--- config.mk ---
export PLATFORM = sky130hd
export DESIGN_NAME = eight_bit_sequencer
export DESIGN_NICKNAME = d
export VERILOG_FILES = /design/src/rtl/eight_bit_isa_pkg.sv /design/src/rtl/eight_bit_pc.sv /design/src/rtl/eight_bit_sequencer.sv
export SDC_FILE = /design/constraint.sdc
export NUM_CORES = 1
export LEC_CHECK = 0
export BUFFER_PORTS_ARGS = -buffer_cell sky130_fd_sc_hd__clkbuf_2
export CAP_MARGIN = 10
export CORE_MARGIN = 2
export CORE_UTILIZATION = 45
export CTS_CLUSTER_DIAMETER = 120
export DETAILED_ROUTE_END_ITERATION = 12
export GPL_TIMING_DRIVEN = 0
export PLACE_DENSITY = 0.75
export SLEW_MARGIN = 20
export SYNTH_ARGS = -nofsm -noshare
export SYNTH_HDL_FRONTEND = slang
export SYNTH_SLANG_ARGS = --single-unit
--- constraint.sdc ---
create_clock -name clk -period 2.18 [get_ports clk]
set_input_delay 0.109 -clock clk [delete_from_list [all_inputs] [get_ports clk]]
set_output_delay 0.109 -clock clk [all_outputs]
set_load 0.02 [all_outputs]
--- src/rtl/eight_bit_isa_pkg.sv ---
// eight_bit_isa_pkg
// Shared ISA definitions for the 8-bit processor. The sequencer, the
// instruction ROM and the ALU decoder all use these constants.
//   - instruction field bit positions: opcode[7:4], ra[3:2], rb[1:0]
//   - 4-bit opcode constants (add .. bshr, push/lda/ldb/out, illegal codes)
//   - register-field constants
//   - sequencer state encoding
//   - is_alu_op(): opcodes that are handed to the ALU and waited on
package eight_bit_isa_pkg;

    // Instruction field bit positions
    localparam int OPCODE_MSB = 7;
    localparam int OPCODE_LSB = 4;
    localparam int RA_MSB     = 3;
    localparam int RA_LSB     = 2;
    localparam int RB_MSB     = 1;
    localparam int RB_LSB     = 0;

    // Opcodes: 0x0-0x7 and 0xC-0xD go to the ALU
    localparam logic [3:0] OP_ADD  = 4'h0;
    localparam logic [3:0] OP_SUB  = 4'h1;
    localparam logic [3:0] OP_MUL  = 4'h2;
    localparam logic [3:0] OP_AND  = 4'h3;
    localparam logic [3:0] OP_OR   = 4'h4;
    localparam logic [3:0] OP_XOR  = 4'h5;
    localparam logic [3:0] OP_NOT  = 4'h6;
    localparam logic [3:0] OP_CMP  = 4'h7;
    localparam logic [3:0] OP_PUSH = 4'h8;
    localparam logic [3:0] OP_LDA  = 4'h9;
    localparam logic [3:0] OP_LDB  = 4'hA;
    localparam logic [3:0] OP_OUT  = 4'hB;
    localparam logic [3:0] OP_BSHL = 4'hC;
    localparam logic [3:0] OP_BSHR = 4'hD;
    localparam logic [3:0] OP_ILL0 = 4'hE;
    localparam logic [3:0] OP_ILL1 = 4'hF;

    // Register-file field values
    localparam logic [1:0] REG_R0 = 2'd0;
    localparam logic [1:0] REG_R1 = 2'd1;
    localparam logic [1:0] REG_R2 = 2'd2;
    localparam logic [1:0] REG_R3 = 2'd3;

    typedef enum logic [2:0] {
        ST_IDLE     = 3'd0,
        ST_FETCH    = 3'd1,
        ST_EXEC     = 3'd2,
        ST_WAIT_ALU = 3'd3,
        ST_DONE     = 3'd4,
        ST_ERROR    = 3'd5
    } seq_state_t;

    function automatic logic is_alu_op(input logic [3:0] op);
        return (op[3] == 1'b0) || (op == OP_BSHL) || (op == OP_BSHR);
    endfunction

endpackage

--- src/rtl/eight_bit_pc.sv ---
// eight_bit_pc
// 8-bit program counter.
//   clk    in  system clock, rising edge
//   rst_n  in  asynchronous active-low reset (pc -> 0)
//   clr    in  synchronous clear to 0 (has priority over inc)
//   inc    in  advance by one; ignored at 255 so the counter never wraps
//   pc     out current count
//   tc     out terminal count, high when pc == 255
module eight_bit_pc (
    input  logic       clk,
    input  logic       rst_n,
    input  logic       clr,
    input  logic       inc,
    output logic [7:0] pc,
    output logic       tc
);

    logic [7:0] pc_reg;

    always_ff @(posedge clk or negedge rst_n) begin
        if (!rst_n) begin
            pc_reg <= 8'd0;
        end else if (clr) begin
            pc_reg <= 8'd0;
        end else if (inc && !tc) begin
            pc_reg <= pc_reg + 8'd1;
        end
    end

    assign pc = pc_reg;
    assign tc = (pc_reg == 8'hFF);

endmodule

--- src/rtl/eight_bit_sequencer.sv ---
// eight_bit_sequencer
// Fetch/decode/execute controller for the 8-bit processor.
//   clk, rst_n         clock (rising edge), asynchronous active-low reset
//   start, prog        run request and program number (sampled in IDLE/DONE/ERROR)
//   prog_sel, address  program select and PC to the instruction ROM
//   instruction        combinational ROM data, captured into IR during FETCH
//   alu_op/reg_a/reg_b fields of the latched instruction
//   alu_start/alu_done ALU launch pulse and completion handshake
//   load_a/load_b/push/out_en  one-cycle register-file strobes
//   busy/done/error    run status
module eight_bit_sequencer
    import eight_bit_isa_pkg::*;
#(
    parameter int ALU_TIMEOUT = 16
) (
    input  logic       clk,
    input  logic       rst_n,
    input  logic       start,
    input  logic [1:0] prog,
    output logic [1:0] prog_sel,
    output logic [7:0] address,
    input  logic [7:0] instruction,
    output logic [3:0] alu_op,
    output logic       alu_start,
    input  logic       alu_done,
    output logic [1:0] reg_a,
    output logic [1:0] reg_b,
    output logic       load_a,
    output logic       load_b,
    output logic       push,
    output logic       out_en,
    output logic       busy,
    output logic       done,
    output logic       error
);

    localparam int CNT_W = $clog2(ALU_TIMEOUT + 1);

    seq_state_t       state_reg, state_next;
    logic [7:0]       ir_reg;
    logic [1:0]       prog_sel_reg;
    logic [CNT_W-1:0] tmo_cnt_reg;

    logic       pc_clr, pc_inc, pc_tc;
    logic [7:0] pc;
    logic [3:0] opcode;
    logic       op_is_alu;
    logic       tmo_last;

    assign opcode    = ir_reg[OPCODE_MSB:OPCODE_LSB];
    assign op_is_alu = is_alu_op(opcode);
    // Last allowed WAIT_ALU cycle: the counter reaches ALU_TIMEOUT on this edge.
    assign tmo_last  = (tmo_cnt_reg == CNT_W'(ALU_TIMEOUT - 1));

    eight_bit_pc u_pc (
        .clk   (clk),
        .rst_n (rst_n),
        .clr   (pc_clr),
        .inc   (pc_inc),
        .pc    (pc),
        .tc    (pc_tc)
    );

    always_ff @(posedge clk or negedge rst_n) begin
        if (!rst_n) begin
            state_reg <= ST_IDLE;
        end else begin
            state_reg <= state_next;
        end
    end

    // Next state and PC control. An instruction that completes at pc=255
    // has nowhere to go, so it ends the run in ERROR instead of wrapping.
    always_comb begin
        state_next = state_reg;
        pc_clr     = 1'b0;
        pc_inc     = 1'b0;
        case (state_reg)
            ST_IDLE, ST_DONE, ST_ERROR: begin
                if (start) begin
                    state_next = ST_FETCH;
                    pc_clr     = 1'b1;
                end
            end
            ST_FETCH: state_next = ST_EXEC;
            ST_EXEC: begin
                if (op_is_alu) begin
                    state_next = ST_WAIT_ALU;
                end else begin
                    case (opcode)
                        OP_LDA, OP_LDB, OP_PUSH: begin
                            if (pc_tc) begin
                                state_next = ST_ERROR;
                            end else begin
                                state_next = ST_FETCH;
                                pc_inc     = 1'b1;
                            end
                        end
                        OP_OUT:  state_next = ST_DONE;
                        default: state_next = ST_ERROR;
                    endcase
                end
            end
            ST_WAIT_ALU: begin
                if (alu_done) begin
                    if (pc_tc) begin
                        state_next = ST_ERROR;
                    end else begin
                        state_next = ST_FETCH;
                        pc_inc     = 1'b1;
                    end
                end else if (tmo_last) begin
                    state_next = ST_ERROR;
                end
            end
            default: state_next = ST_IDLE;
        endcase
    end

    // IR, program select and ALU timeout counter
    always_ff @(posedge clk or negedge rst_n) begin
        if (!rst_n) begin
            ir_reg       <= 8'd0;
            prog_sel_reg <= 2'd0;
            tmo_cnt_reg  <= '0;
        end else begin
            if ((state_reg == ST_IDLE || state_reg == ST_DONE || state_reg == ST_ERROR) && start) begin
                prog_sel_reg <= prog;
            end
            if (state_reg == ST_FETCH) begin
                ir_reg <= instruction;
            end
            if (state_reg == ST_EXEC) begin
                tmo_cnt_reg <= '0;
            end else if (state_reg == ST_WAIT_ALU && !alu_done) begin
                tmo_cnt_reg <= tmo_cnt_reg + CNT_W'(1);
            end
        end
    end

    // Strobes decode the registered state, so they are exactly one EXEC
    // cycle wide and fall asynchronously with reset.
    always_comb begin
        alu_start = 1'b0;
        load_a    = 1'b0;
        load_b    = 1'b0;
        push      = 1'b0;
        out_en    = 1'b0;
        if (state_reg == ST_EXEC) begin
            alu_start = op_is_alu;
            load_a    = (opcode == OP_LDA);
            load_b    = (opcode == OP_LDB);
            push      = (opcode == OP_PUSH);
            out_en    = (opcode == OP_OUT);
        end
    end

    assign busy     = (state_reg == ST_FETCH) || (state_reg == ST_EXEC) || (state_reg == ST_WAIT_ALU);
    assign done     = (state_reg == ST_DONE);
    assign error    = (state_reg == ST_ERROR);
    assign prog_sel = prog_sel_reg;
    assign address  = pc;
    assign alu_op   = opcode;
    assign reg_a    = ir_reg[RA_MSB:RA_LSB];
    assign reg_b    = ir_reg[RB_MSB:RB_LSB];

endmodule

# == Yosys cells after proc, flatten, opt, wreduce, memory -nomap -nowiden ==
# Index checks and enable logic that the tools add are counted.
# totals
reg_bits,26
input_bits,14
# classes
add_sub_neg,2
n_eq_ne,15
muxes,23
bitwise,1
n_reduce_logical,17
# ops
op,count
"equality test 4 bit, second input constant",6
2-to-1 mux 8 bit,2
2-to-1 mux 3 bit,5
case mux 3 bit (4 select lines),1
2-to-1 mux 1 bit,11
2-to-1 mux 5 bit,2
"adder 8 x 1 -> 8 bit, second input constant",1
"equality test 8 bit, second input constant",1
"equality test 3 x 2 -> 1 bit, second input constant",2
"equality test 3 bit, second input constant",2
logical OR 1 bit,6
case mux 3 bit (2 select lines),1
OR reduction 3 bit,2
"adder 5 x 1 -> 5 bit, second input constant",1
"equality test 5 x 4 -> 1 bit, second input constant",1
nonzero test 2 bit,2
"equality test 3 x 1 -> 1 bit, second input constant",1
logical AND 1 bit,3
zero test 3 bit,1
"!= test 3 bit, second input constant",1
zero test 1 bit,2
"!= test 2 bit, second input constant",1
case mux 1 bit (2 select lines),1
AND reduction 2 bit,1
NOT 1 bit,1

# == Depth between registers and ports, before layout ==
# logic_depth
depth_word,8
depth_mapped,6
depth_no_buf,6

# == Modules after synthesis ==
# From an unflattened synthesis, not the netlist that was laid out.
# hier_totals
cells_unflattened,144
area_unflattened_um2,1483.9
# by_module_without_submodules
module,n_inst,cells_per_inst,area_per_inst_um2,seq_area_each_um2
eight_bit_sequencer,1,97,1014.7,450.4
eight_bit_pc,1,47,469.2,200.2

# == Worst setup path before layout ==
# OpenSTA, ideal clock, no wires.
# synth_path
path_kind,flip-flop to flip-flop
start,reg ir_reg[7]
end,reg u_pc.pc_reg[5] (netlist: u_pc.pc[5])
t_arrival_ns,1.916
slack_ns,0.186
stages_incl_launch_ff,6
period_less_slack_ns,1.994
cell_sequence,dfrtp_1 or3b_4 o31a_1 buf_6 or4_1 a21oi_1
# synth_via
elab_chain_cells,7
elab_cells_between_ends,14
classes_between,eq/ne (5); mux (3); bitwise (1); reduce/logical (5)
# synth_lines
item,line,text
from (decl),eight_bit_sequencer.sv:40,logic [7:0] ir_reg;
from (signal assigned),eight_bit_sequencer.sv:131,ir_reg <= instruction;
"equality test 4 bit, or another cell as far along",eight_bit_sequencer.sv:90,case (opcode)
OR reduction 3 bit / logical OR 1 bit (equally long branches),"eight_bit_sequencer.sv:90, eight_bit_isa_pkg.sv:53",
2-to-1 mux 1 bit / logical OR 1 bit (equally long branches),"eight_bit_sequencer.sv:90, eight_bit_isa_pkg.sv:53",
2-to-1 mux 1 bit (*),eight_bit_sequencer.sv:87,if (op_is_alu) begin
case mux 1 bit (2 select lines) (*),eight_bit_sequencer.sv:78,case (state_reg)
logical AND 1 bit (*),eight_bit_pc.sv:25,end else if (inc && !tc) begin
nonzero test 2 bit (no line) (*),--,
to (signal assigned),eight_bit_pc.sv:26,pc_reg <= pc_reg + 8'd1;
to (decl),eight_bit_pc.sv:18,logic [7:0] pc_reg;
# Every way passes the cells marked *; elsewhere a longest branch is shown, timed or not.
# A chain may end at the register's enable or synchronous reset.

# == Worst setup path in the final report ==
# layout_path
start,reg state_reg[2]
end,out load_b
# layout_via
elab_chain_cells,2
# layout_lines
item,line,text
from (decl),eight_bit_sequencer.sv:39,"seq_state_t state_reg, state_next;"
from (signal assigned),eight_bit_sequencer.sv:68,state_reg <= state_next;
equality test 3 x 2 -> 1 bit,eight_bit_sequencer.sv:149,if (state_reg == ST_EXEC) begin
2-to-1 mux 1 bit,eight_bit_sequencer.sv:149,
to (decl),eight_bit_sequencer.sv:29,"output logic load_b,"
# Every way passes these cells.

==> results.ini <==
[synthesis]
yosys.area.top_type=dfrtp_1
synth_edf_count=0
postSynthNetCount=164
synth_top_area_share_pct=45.8
synthCells=147
yosysSeqAreaShare_pct=45.8
async_flop_share_pct=100
synth.area.top_cells=dfrtp_1, mux2_2, nand2_1
synth_area_mm2=0.00142
syn_avg_cell_area_um2=9.67
synth_cell_type_count=38
ys_warn_count=0
dominantRegCellSynth=dfrtp_1
synth_seq_cells=26

[floorplanning]
die_height_um=60.2
core_mm2=0.00303
start_util_pct=46.9
row_count=20
die_width_um=60.2
die_area_mm2=0.00362
ios=40

[critical_path]
critical_path_class=reg -> out
arrival_ns=1.99
crit_fanout=10
end_kind=primary output
start_kind=flip-flop
cp_data_required_time_ns=2.07

[power]
p_leak_nw=0.848
power_frac_clock_pct=14.1
switching_share_pct=43.2
p_switching_mw=1.03
p_total_mw=2.38
ir_drop_mv=0.775
seqPwrFrac_pct=36.7
powerDensity_mw_per_mm2=1300
cell_internal_pwr_mw=1.35
pwr-share-comb_pct=49.1

[cts]
cts_tree=done
cts.sinks=26
path_clk_slew_ns=0.14
clk_path_buf_depth=2
htreeDepth=1
numCtsBuffers=3
insertion_delay_ns=0.33
cts-root-buf=clkbuf_4

[finish]
utilization_pct=60.4
drive_gt1_share_pct=29.6
n_fill_cell=248
layout_commonest_cell=clkbuf_2
area_growth_pct=28.6
multi_input_area_um2=733
regArea_um2=652
num_antenna_cells=0
nets=217
layout_common_cells=clkbuf_2, dfrtp_1, nand2_1, nor2_1

[status]
status=complete, no violations

[route]
first_pass_iters=5
routedWlPerCell_um=13.6
drc=0
detail-route-antenna-nets=0
viasPerCell=5.47
drt_iter0_markers=35
vias=1328
wl_um=3300

[global_route]
first_global_vias=1202
antenna_found_initial=0
grt-ovfl-total=0
grt_max_degree=27
grt_pass1_wl_um=5420
grt_use_total_pct=20.1

[timing]
fin_crit_sh_pct=96.3
fin_crit_ns=2.10
skew_ns=0.0126
slew_headroom_pct=56.8
finalHoldViolCount=0
drv_slew=0
setup_viol=0
fmax_mhz=477
worst_pin_slew_ns=0.648

[hold_path]
hp-class=in -> reg

[flow_run]
max_cap_viol_count=0

[placed_design]
gp_congestion=0.766
hpwl_um=2400
io_buffers=39

==> final cells by class <==
cell class                      instances  area share [%]
Tap cell                               44            3.01
Clock buffer                            3            1.23
Buffer                                  7            1.92
Timing Repair Buffer                   49            16.0
Clock inverter                          1            1.64
Inverter                                2           0.411
Sequential cell                        26            35.7
Multi-Input combinational cell        111            40.1
==> layer usage <==
layer	vias up	share of wire, %	global-route usage, %
met1	635	45	26.2
met2	41	49	33.4
met3	4	5.0	2.81
met4	0	1.6	8.57
li1	648	-	-
met5	-	0	0
==> Yosys cell counts (all sizes together), types with 2 or more instances <==
library cell   n
nand2         15
o31ai          4
a21o           2
ha             3
nand4b         2
inv            2
o21ai          6
a22o           2
nor3           9
buf            2
mux2           8
dfrtp         26
nor2          10
or4            3
a21oi          8
nand4          2
mux2i          3
nand2b         5
nor3b          3
and4           2
clkbuf         6
and3           3
nand3          4
and2           3
nor2b          2
==> power by group through the flow <==
stage / clock network [mW] / logic (mW) / registers, mW
2_1_floorplan: 0 / 0.705 / 0.961
3_3_place_gp: 0 / 1.12 / 0.845
3_5_place_dp: 0 / 1.15 / 0.863
4_1_cts: 0.341 / 1.16 / 0.876
5_1_grt: 0.371 / 1.29 / 0.908
6_report: 0.337 / 1.17 / 0.875
==> path summary, 6_finish.rpt <==
kind	start	to	slack (ns)	depth (start not counted)
setup / recovery	state_reg[2]	load_b	0.08	5
hold / removal	instruction[5]	ir_reg[5]	0.009	2
setup reg to reg	state_reg[0]	u_pc.pc[3]	0.15	5
hold reg to reg	prog_sel[0]	prog_sel[0]	0.50	2
max in group asynchronous	rst_n	state_reg[2]	1.40	2
min in group asynchronous	rst_n	tmo_cnt_reg[2]	0.31	2
==> worst max-delay path, stage by stage, from the launching register on <==
cell	delay, ns
dfrtp_2	0.48
nand2b_4	0.18
clkbuf_2	0.19
or2_2	0.36
nor3b_1	0.23
clkbuf_2	0.22
==> what timing repair did <==
| item | CTS | global route |
|---|---|---|
| buffers inserted | 0 | 1 |
| endpoints found under the hold margin | 32 | 2 |
| hold buffers | 7 | 2 |
| endpoints found under the setup margin | 4 | 2 |
| resized for setup | 2 | 2 |
==> through the flow <==
step                cell area (um^2)  worst slack [ns]  hold WS (ns)  TNS, ns  cells
floorplan                       1420             0.186        -0.187        0    147
global placement                1670             0.204         0.158        0    230
detailed placement              1670             0.167         0.168        0    230
CTS                             1800            0.0700       0.00181        0    240
global route                    1830           -0.0468      -0.00636  -0.0468    243
finish                          1830            0.0817       0.00918        0    243
==> logic make-up (layout without fill, tap and decap cells) <==
group	count (synthesis)	after routing	share of synthesized area, %
AOI/OAI and AO/OA	31	31	14.6
adders and majority gates	3	3	2.64
buffers and inverters	10	62	3.17
DFF	26	26	45.8
muxes	11	11	8.45
and+or+nand+nor	66	66	25.4
(Power assumes the default switching activity.)
